===== src/rtl/multicycle_main_fsm.sv =====
// Multi-cycle RV32I main controller: sequences fetch/decode/execute/memory/writeback
// phases and drives datapath selects, write enables and alu_op for the ALU decoder.
module multicycle_main_fsm #(
  parameter int unsigned MEM_WAIT_MAX = 0
) (
  input  logic       clk,
  input  logic       rst_n,
  input  logic [6:0] opcode,
  input  logic [2:0] funct3,
  input  logic       alu_zero,
  input  logic       mem_ready,
  output logic       pc_write,
  output logic       adr_src,
  output logic       mem_write,
  output logic       ir_write,
  output logic [1:0] result_src,
  output logic [1:0] alu_src_a,
  output logic [1:0] alu_src_b,
  output logic [1:0] alu_op,
  output logic       reg_write,
  output logic       illegal_instr,
  output logic       mem_timeout,
  output logic       retire,
  output logic [3:0] state
);

  typedef enum logic [3:0] {
    FETCH    = 4'd0,
    DECODE   = 4'd1,
    MEMADR   = 4'd2,
    MEMREAD  = 4'd3,
    MEMWB    = 4'd4,
    MEMWRITE = 4'd5,
    EXEC_R   = 4'd6,
    EXEC_I   = 4'd7,
    ALUWB    = 4'd8,
    BRANCH   = 4'd9,
    JAL      = 4'd10,
    JALR_ADR = 4'd11,
    LUI      = 4'd12
  } state_t;

  localparam int unsigned CW = $clog2(MEM_WAIT_MAX + 2);
  // Counter holds the number of earlier stalled cycles, so the limit is hit on
  // the MEM_WAIT_MAX-th consecutive stalled cycle.
  localparam logic [CW-1:0] LIMIT = CW'(MEM_WAIT_MAX > 0 ? MEM_WAIT_MAX - 1 : 0);

  state_t        state_q, state_d;
  logic [CW-1:0] wait_cnt;
  logic          wait_st, stall, timeout;
  logic          unused_funct3;

  assign unused_funct3 = ^funct3[2:1];
  assign state   = state_q;
  assign wait_st = (state_q == FETCH) || (state_q == MEMREAD) || (state_q == MEMWRITE);
  assign stall   = wait_st && !mem_ready;
  assign timeout = (MEM_WAIT_MAX != 0) && stall && (wait_cnt == LIMIT);

  always_ff @(posedge clk) begin
    if (!rst_n) begin
      state_q  <= FETCH;
      wait_cnt <= '0;
    end else begin
      state_q <= state_d;
      if (stall && !timeout)
        wait_cnt <= (wait_cnt == '1) ? wait_cnt : wait_cnt + 1'b1;
      else
        wait_cnt <= '0;
    end
  end

  always_comb begin
    state_d       = state_q;
    pc_write      = 1'b0;
    adr_src       = 1'b0;
    mem_write     = 1'b0;
    ir_write      = 1'b0;
    result_src    = 2'b00;
    alu_src_a     = 2'b00;
    alu_src_b     = 2'b00;
    alu_op        = 2'b00;
    reg_write     = 1'b0;
    illegal_instr = 1'b0;
    mem_timeout   = 1'b0;
    retire        = 1'b0;

    case (state_q)
      FETCH: begin
        alu_src_b  = 2'b10;
        result_src = 2'b10;
        ir_write   = mem_ready;
        pc_write   = mem_ready;
        if (mem_ready) state_d = DECODE;
      end
      DECODE: begin
        alu_src_a = 2'b01;
        alu_src_b = 2'b01;
        case (opcode)
          7'b0000011, 7'b0100011: state_d = MEMADR;
          7'b0110011:             state_d = EXEC_R;
          7'b0010011:             state_d = EXEC_I;
          7'b1100011:             state_d = BRANCH;
          7'b1101111:             state_d = JAL;
          7'b1100111:             state_d = JALR_ADR;
          7'b0110111:             state_d = LUI;
          default: begin
            state_d       = FETCH;
            illegal_instr = 1'b1;
          end
        endcase
      end
      MEMADR: begin
        alu_src_a = 2'b10;
        alu_src_b = 2'b01;
        state_d   = opcode[5] ? MEMWRITE : MEMREAD;
      end
      MEMREAD: begin
        adr_src = 1'b1;
        if (mem_ready) state_d = MEMWB;
      end
      MEMWB: begin
        result_src = 2'b01;
        reg_write  = 1'b1;
        retire     = 1'b1;
        state_d    = FETCH;
      end
      MEMWRITE: begin
        adr_src   = 1'b1;
        mem_write = 1'b1;
        retire    = mem_ready;
        if (mem_ready) state_d = FETCH;
      end
      EXEC_R: begin
        alu_src_a = 2'b10;
        alu_op    = 2'b10;
        state_d   = ALUWB;
      end
      EXEC_I: begin
        alu_src_a = 2'b10;
        alu_src_b = 2'b01;
        alu_op    = 2'b10;
        state_d   = ALUWB;
      end
      ALUWB: begin
        reg_write = 1'b1;
        retire    = 1'b1;
        state_d   = FETCH;
      end
      BRANCH: begin
        alu_src_a = 2'b10;
        alu_op    = 2'b01;
        pc_write  = alu_zero ^ funct3[0];
        retire    = 1'b1;
        state_d   = FETCH;
      end
      JAL: begin
        alu_src_a = 2'b01;
        alu_src_b = 2'b10;
        pc_write  = 1'b1;
        state_d   = ALUWB;
      end
      JALR_ADR: begin
        alu_src_a = 2'b10;
        alu_src_b = 2'b01;
        alu_op    = 2'b11;
        state_d   = JAL;
      end
      LUI: begin
        alu_src_a = 2'b11;
        alu_src_b = 2'b01;
        state_d   = ALUWB;
      end
      default: state_d = FETCH;
    endcase

    // Stall limit reached: abandon the access; enables are already low since mem_ready=0.
    if (timeout) begin
      mem_timeout = 1'b1;
      state_d     = FETCH;
    end

    if (!rst_n) begin
      pc_write      = 1'b0;
      ir_write      = 1'b0;
      mem_write     = 1'b0;
      reg_write     = 1'b0;
      retire        = 1'b0;
      illegal_instr = 1'b0;
      mem_timeout   = 1'b0;
    end
  end

endmodule


===== config.mk =====
export PLATFORM = sky130hd
export DESIGN_NAME = multicycle_main_fsm
export DESIGN_NICKNAME = d
export VERILOG_FILES = /design/src/rtl/multicycle_main_fsm.sv
export SDC_FILE = /design/constraint.sdc
export NUM_CORES = 1
export LEC_CHECK = 0
export ABC_CLOCK_PERIOD_IN_PS = 1500
export CAP_MARGIN = 20
export CORE_UTILIZATION = 45
export DETAILED_ROUTE_END_ITERATION = 16
export DONT_BUFFER_PORTS = 1
export PLACE_DENSITY_LB_ADDON = 0.25
export SETUP_SLACK_MARGIN = 0.2
export SYNTH_ARGS = -nofsm -noshare
export SYNTH_HDL_FRONTEND = slang
export SYNTH_SLANG_ARGS = --single-unit

===== constraint.sdc =====
create_clock -name clk -period 1.5 [get_ports clk]
set_clock_uncertainty 0.1 [all_clocks]
set_input_delay 0 -clock clk [delete_from_list [all_inputs] [get_ports clk]]
set_output_delay 0 -clock clk [all_outputs]
set_load 0.02 [all_outputs]

==> metrics.md, run 1 <==
| Metric | Value |
|---|---|
| Post-synthesis mux area share | `0.0144` |
| Syn_area_per_cell | `just under 7 um^2` |
| Top cells by area, synth | `dfxtp_1 11%, a21oi_1 6.5%, nand2b_1 5.4%` |
| Overflow after GRT | `14` |
| Halt Reason | `[ERROR GRT-0232] Routing congestion too high. Check the congestion heatmap in the GUI.` |
| Synth Area in Simple Gates | `0.397` |
| XOR/XNOR Fraction of Synth Area | `0.0503` |
| CTS root buffer | `clkbuf_4` |
| Yosys warns | `0` |
| Clock Path Buffers | `2` |
| Yosys top cell by area | `dfxtp_1` |
| Post-synth net total | `around 120` |
| Seq/Total Area, Yosys | `0.115` |
| TritonCTS buffer count | `3` |
| # rows | `13` |
| Largest net degree at the start of global routing | `11` |
| FFs w/ async S/R, synth | `0` |
| Die W | `roughly 41 um` |
| Worst EP kind | `primary output` |
| Area share of the largest cell type after synthesis | `0.115` |
| IO Count | `34` |
| Post-place instance area | `around 900 um^2` |
| IO buf count | `0` |
| Synthesized netlist cell count | `between 100 and 150` |
| Mapped Area | `between 600 and 700 um^2` |
| Clk sinks | `4` |
| Synth Area in Compound Gates | `0.321` |
| Post-GRT worst EP | `result_src[0]` |
| Gp weighted congestion | `around 0.83` |
| GR Util All Layers | `0.681` |
| Post-synth EDFFs | `0` |
| Status | `stopped before the end` |
| Largest family of logic cells by synthesized area | `simple AND/OR/NAND/NOR gates` |
| Yosys cell types | `46` |
| Main synth FF type | `dfxtp_1` |
| Seq cells post-synth | `4` |
| Exit stage | `5_1_grt` |
| Htree depth | `1` |
| Adder-Cell Fraction of Synth Area | `0` |
| Die Ht | `slightly above 40 um` |
| HPWL after detailed placement | `1.53 mm` |
| Initial Utilization | `0.510` |
==> stage by stage <==
stage                      util  setup WS, ns  hold WS (ns)  instances
after CTS                 0.882        0.0733      0.000250        150
after detailed placement  0.650        0.0860        0.0437        126
after global placement    0.650         0.129        0.0475        126
after floorplan               -        0.0980        0.0118        103
==> metal layers <==
layer | global-route usage | overflow
met1 | 0.679 | 0
met2 | 0.934 | 13
met3 | 0.378 | 0
met4 | 0.758 | 1
met5 | 0 | 0
==> synthesized netlist by cell type (2+ instances only) <==
master / n
nor2_1: 9
clkbuf_1: 4
a31oi_1: 3
nor4_1: 2
a21oi_1: 9
xnor2_1: 3
a21boi_1: 2
and3_1: 2
nand2_1: 7
o2111ai_1: 2
inv_1: 3
nor2b_1: 3
a21o_1: 3
o22ai_1: 2
nand2b_1: 6
and3b_1: 2
nand3b_1: 2
and4_1: 2
dfxtp_1: 4
buf_2: 3
nor3b_1: 5
==> cells by family after synthesis <==
family                 Yosys count
buffers and inverters           14
other                            1
multiplexers                     1
XOR/XNOR                         4
AND/OR/NAND/NOR                 46
AO/OA/AOI/OAI                   33
flip-flops                       4
==> repair_timing <==
item	CTS
gates cloned	1
hold buffers	5
resized for setup	28
setup buffers	15
endpoints found under the setup margin	18
hold endpoints to repair	4
pin swaps	10
==> inputs of run 2 (changes only) <==
--- a/config.mk
+++ b/config.mk
@@ -7,11 +7,11 @@
 export LEC_CHECK = 0
 export ABC_CLOCK_PERIOD_IN_PS = 1500
 export CAP_MARGIN = 20
-export CORE_UTILIZATION = 45
+export CORE_AREA = 2 2 63 65
 export DETAILED_ROUTE_END_ITERATION = 16
+export DIE_AREA = 0 0 65 67
 export DONT_BUFFER_PORTS = 1
-export PLACE_DENSITY_LB_ADDON = 0.25
-export SETUP_SLACK_MARGIN = 0.2
+export PLACE_DENSITY_LB_ADDON = 0.15
 export SYNTH_ARGS = -nofsm -noshare
 export SYNTH_HDL_FRONTEND = slang
 export SYNTH_SLANG_ARGS = --single-unit
==> run 2 against run 1 <==
- the flow now finishes without violations
- synthesized cell count unchanged
- synthesized area unchanged
==> metrics.md, run 2 <==
| Metric | Value |
|---|---|
| Overflow after GRT | `0` |
| Tightest Hold Check Type | `in -> reg` |
| Fin. Hold Viols | `0` |
| Layout Utilization | `0.323` |
| Hold Slack | `around 0.016 ns` |
| N_diodes | `0` |
| Fmax | `just under 0.7 GHz` |
| Maximum VDD drop | `slightly below 200 uV` |
| Gp weighted congestion | `~0.75` |
| Flop2flop setup slack | `between 0.1 and 0.15 ns` |
| CP max FO | `13` |
| Drt initial violations | `20` |
| Clk sinks | `4` |
| Final WL | `2.40 mm` |
| Crit path required time | `between 1 and 1.5 ns` |
| Die area | `about 0.0044 mm^2` |
| Vias per cell | `4.83` |
| Synthesized netlist cell count | `about 100` |
| TNS Setup | `0 ns` |
| Die Ht | `67 um` |
| Period utilization | `0.972` |
| Die W | `roughly 65 um` |
| Area growth from synthesis to layout | `67.0%` |
| Vias in the first global route | `between 700 and 800` |
| NumNets Final | `about 150` |
| Core box area | `~0.0036 mm^2` |
| DRT Pass-1 Iters | `4` |
| Leakage Power | `between 0.5 and 0.6 nW` |
| Crit path kind | `reg -> out` |
| TritonCTS buffer count | `3` |
| Fin worst setup slack | `approximately 0.043 ns` |
| Yosys cell types | `46` |
| Syn_area_per_cell | `6.77 um^2` |
| Most frequent cells in the layout | `30 x buf_4, 8 x a21oi_1, 7 x nand2_1` |
| IO Count | `34` |
| Crit. End Element | `output pin` |
| Hold-critical path depth | `3` |
| Initial Utilization | `0.193` |
| Initial antenna violation count | `0` |
| Post-synth net total | `roughly 120` |
| Main synth FF type | `dfxtp_1` |
| Status | `finished, final reports clean` |
| Layout fillers | `383` |
| Crit path arrival time | `approximately 1.4 ns` |
| Htree depth | `1` |
| Pwr dens | `roughly 500 mW/mm^2` |
| Top cells by area, synth | `dfxtp_1 11%, a21oi_1 6.5%, nand2b_1 5.4%` |
| # rows | `22` |
| Startpoint Class | `flop` |
| Avg WL per Cell | `13.1 um` |
| Seq/Total Area, Yosys | `0.115` |
| CTS root buffer | `clkbuf_8` |
| Setup violations, final | `0` |
| First-pass GRT wire length | `between 3 and 4 mm` |
| R2R depth | `4` |
| Share of layout cells above drive strength 1 | `0.415` |
| HPWL after detailed placement | `between 1.5 and 2 mm` |
| Critical R2R Launch | `state[1]` |
| Yosys top cell by area | `dfxtp_1` |
| Detail Route Antenna Nets | `0` |
| FFs w/ async S/R, synth | `0` |
| Area share of the largest cell type after synthesis | `0.115` |
| # DRC | `0` |
| RR Endpoint | `state[3]` |
| Post-synth EDFFs | `0` |
| Dpl ws | `~0.054 ns` |
| Worst skew pair latency | `between 0.2 and 0.25 ns` |
| Yosys warns | `0` |
| Clock Path Buffers | `2` |
| Top cells by count, synth | `9 x a21oi_1, 9 x nor2_1, 7 x nand2_1` |
| Max cap viols | `0` |
| Largest net degree at the start of global routing | `14` |
| IO buf count | `0` |
| Seq cells post-synth | `4` |
| CTS tree | `done` |
| Via Count | `~880` |
| Largest register FFs | `4` |
| Worst hold endpoint | `state[2]` |
| Mapped Area | `between 600 and 700 um^2` |
| Crit path time final | `1.46 ns` |
| Final Power | `578 uW` |
| Pins over their slew limit | `0` |
| GR Util All Layers | `0.109` |
| Clock transition at path regs | `roughly 0.030 ns` |
| Most common cell after layout, fill and taps aside | `buf_4` |
| Critical hold path startpoint | `opcode[5]` |
-- run 2: cell type report --
type / instances / area, um^2 / area share
Tap cell: 48 / 60.1 / 0.0516
Clock buffer: 3 / 41.3 / 0.0355
Timing Repair Buffer: 39 / 328 / 0.282
Multi-Input combinational cell: 85 / 624 / 0.537
Sequential cell: 4 / 92.6 / 0.0796
Inverter: 4 / 17.5 / 0.0151
-- run 2: layer usage --
metal / track usage / routed length (um)
met4: 0.0479 / 25
met1: 0.152 / 1150
met2: 0.162 / 1090
met3: 0.0186 / 129
met5: 0 / 0
-- run 2: how the worst max path moves through the flow --
stage / endpoint / startpoint
6_report: pc_write / state[1]
5_1_grt: pc_write / state[1]
4_1_cts: illegal_instr / state[1]
3_5_place_dp: state[3] / state[1]
3_3_place_gp: state[3] / state[1]
2_1_floorplan: result_src[0] / state[1]
-- run 2: logic make-up (layout without fill, tap and decap cells) --
group,after synthesis,after routing,share of synthesized area
buffers and inverters,14,46,0.0969
muxes,1,1,0.0144
AOI/OAI and AO/OA,33,33,0.321
and+or+nand+nor,46,46,0.397
DFF,4,4,0.115
xor gates and xnor gates,4,4,0.0503
other,1,1,0.00538
-- run 2: worst max-delay path, stage by stage (launching register included) --
cell and delay (ns):
dfxtp_4 0.39, nor2_4 0.14, buf_4 0.12, nand2_1 0.04, a21o_1 0.18, a21oi_2 0.13, buf_4 0.14
-- run 2: stage by stage --
step | area, um^2 | std cells
floorplan | 724 | 103
global placement | 991 | 174
detailed placement | 991 | 174
CTS | 1110 | 183
global route | 1160 | 183
finish | 1160 | 183
-- run 2: power breakdown --
group | switching, mW | total [mW] | internal, mW | leakage, nW
Sequential | 0.0120 | 0.121 | 0.109 | 0.0353
Clock | 0.0519 | 0.223 | 0.171 | 0.0216
Combinational | 0.114 | 0.234 | 0.120 | 0.450
-- run 2: timing repair --
item | 4_1_cts | 5_1_grt
hold buffers | 6 | 0
gates resized for setup | 6 | 15
setup buffers | 0 | 0
pin swaps | 0 | 1
endpoints found under the setup margin | 11 | 11
endpoints found under the hold margin | 4 | 0
Power figures use the tool's default switching activity.
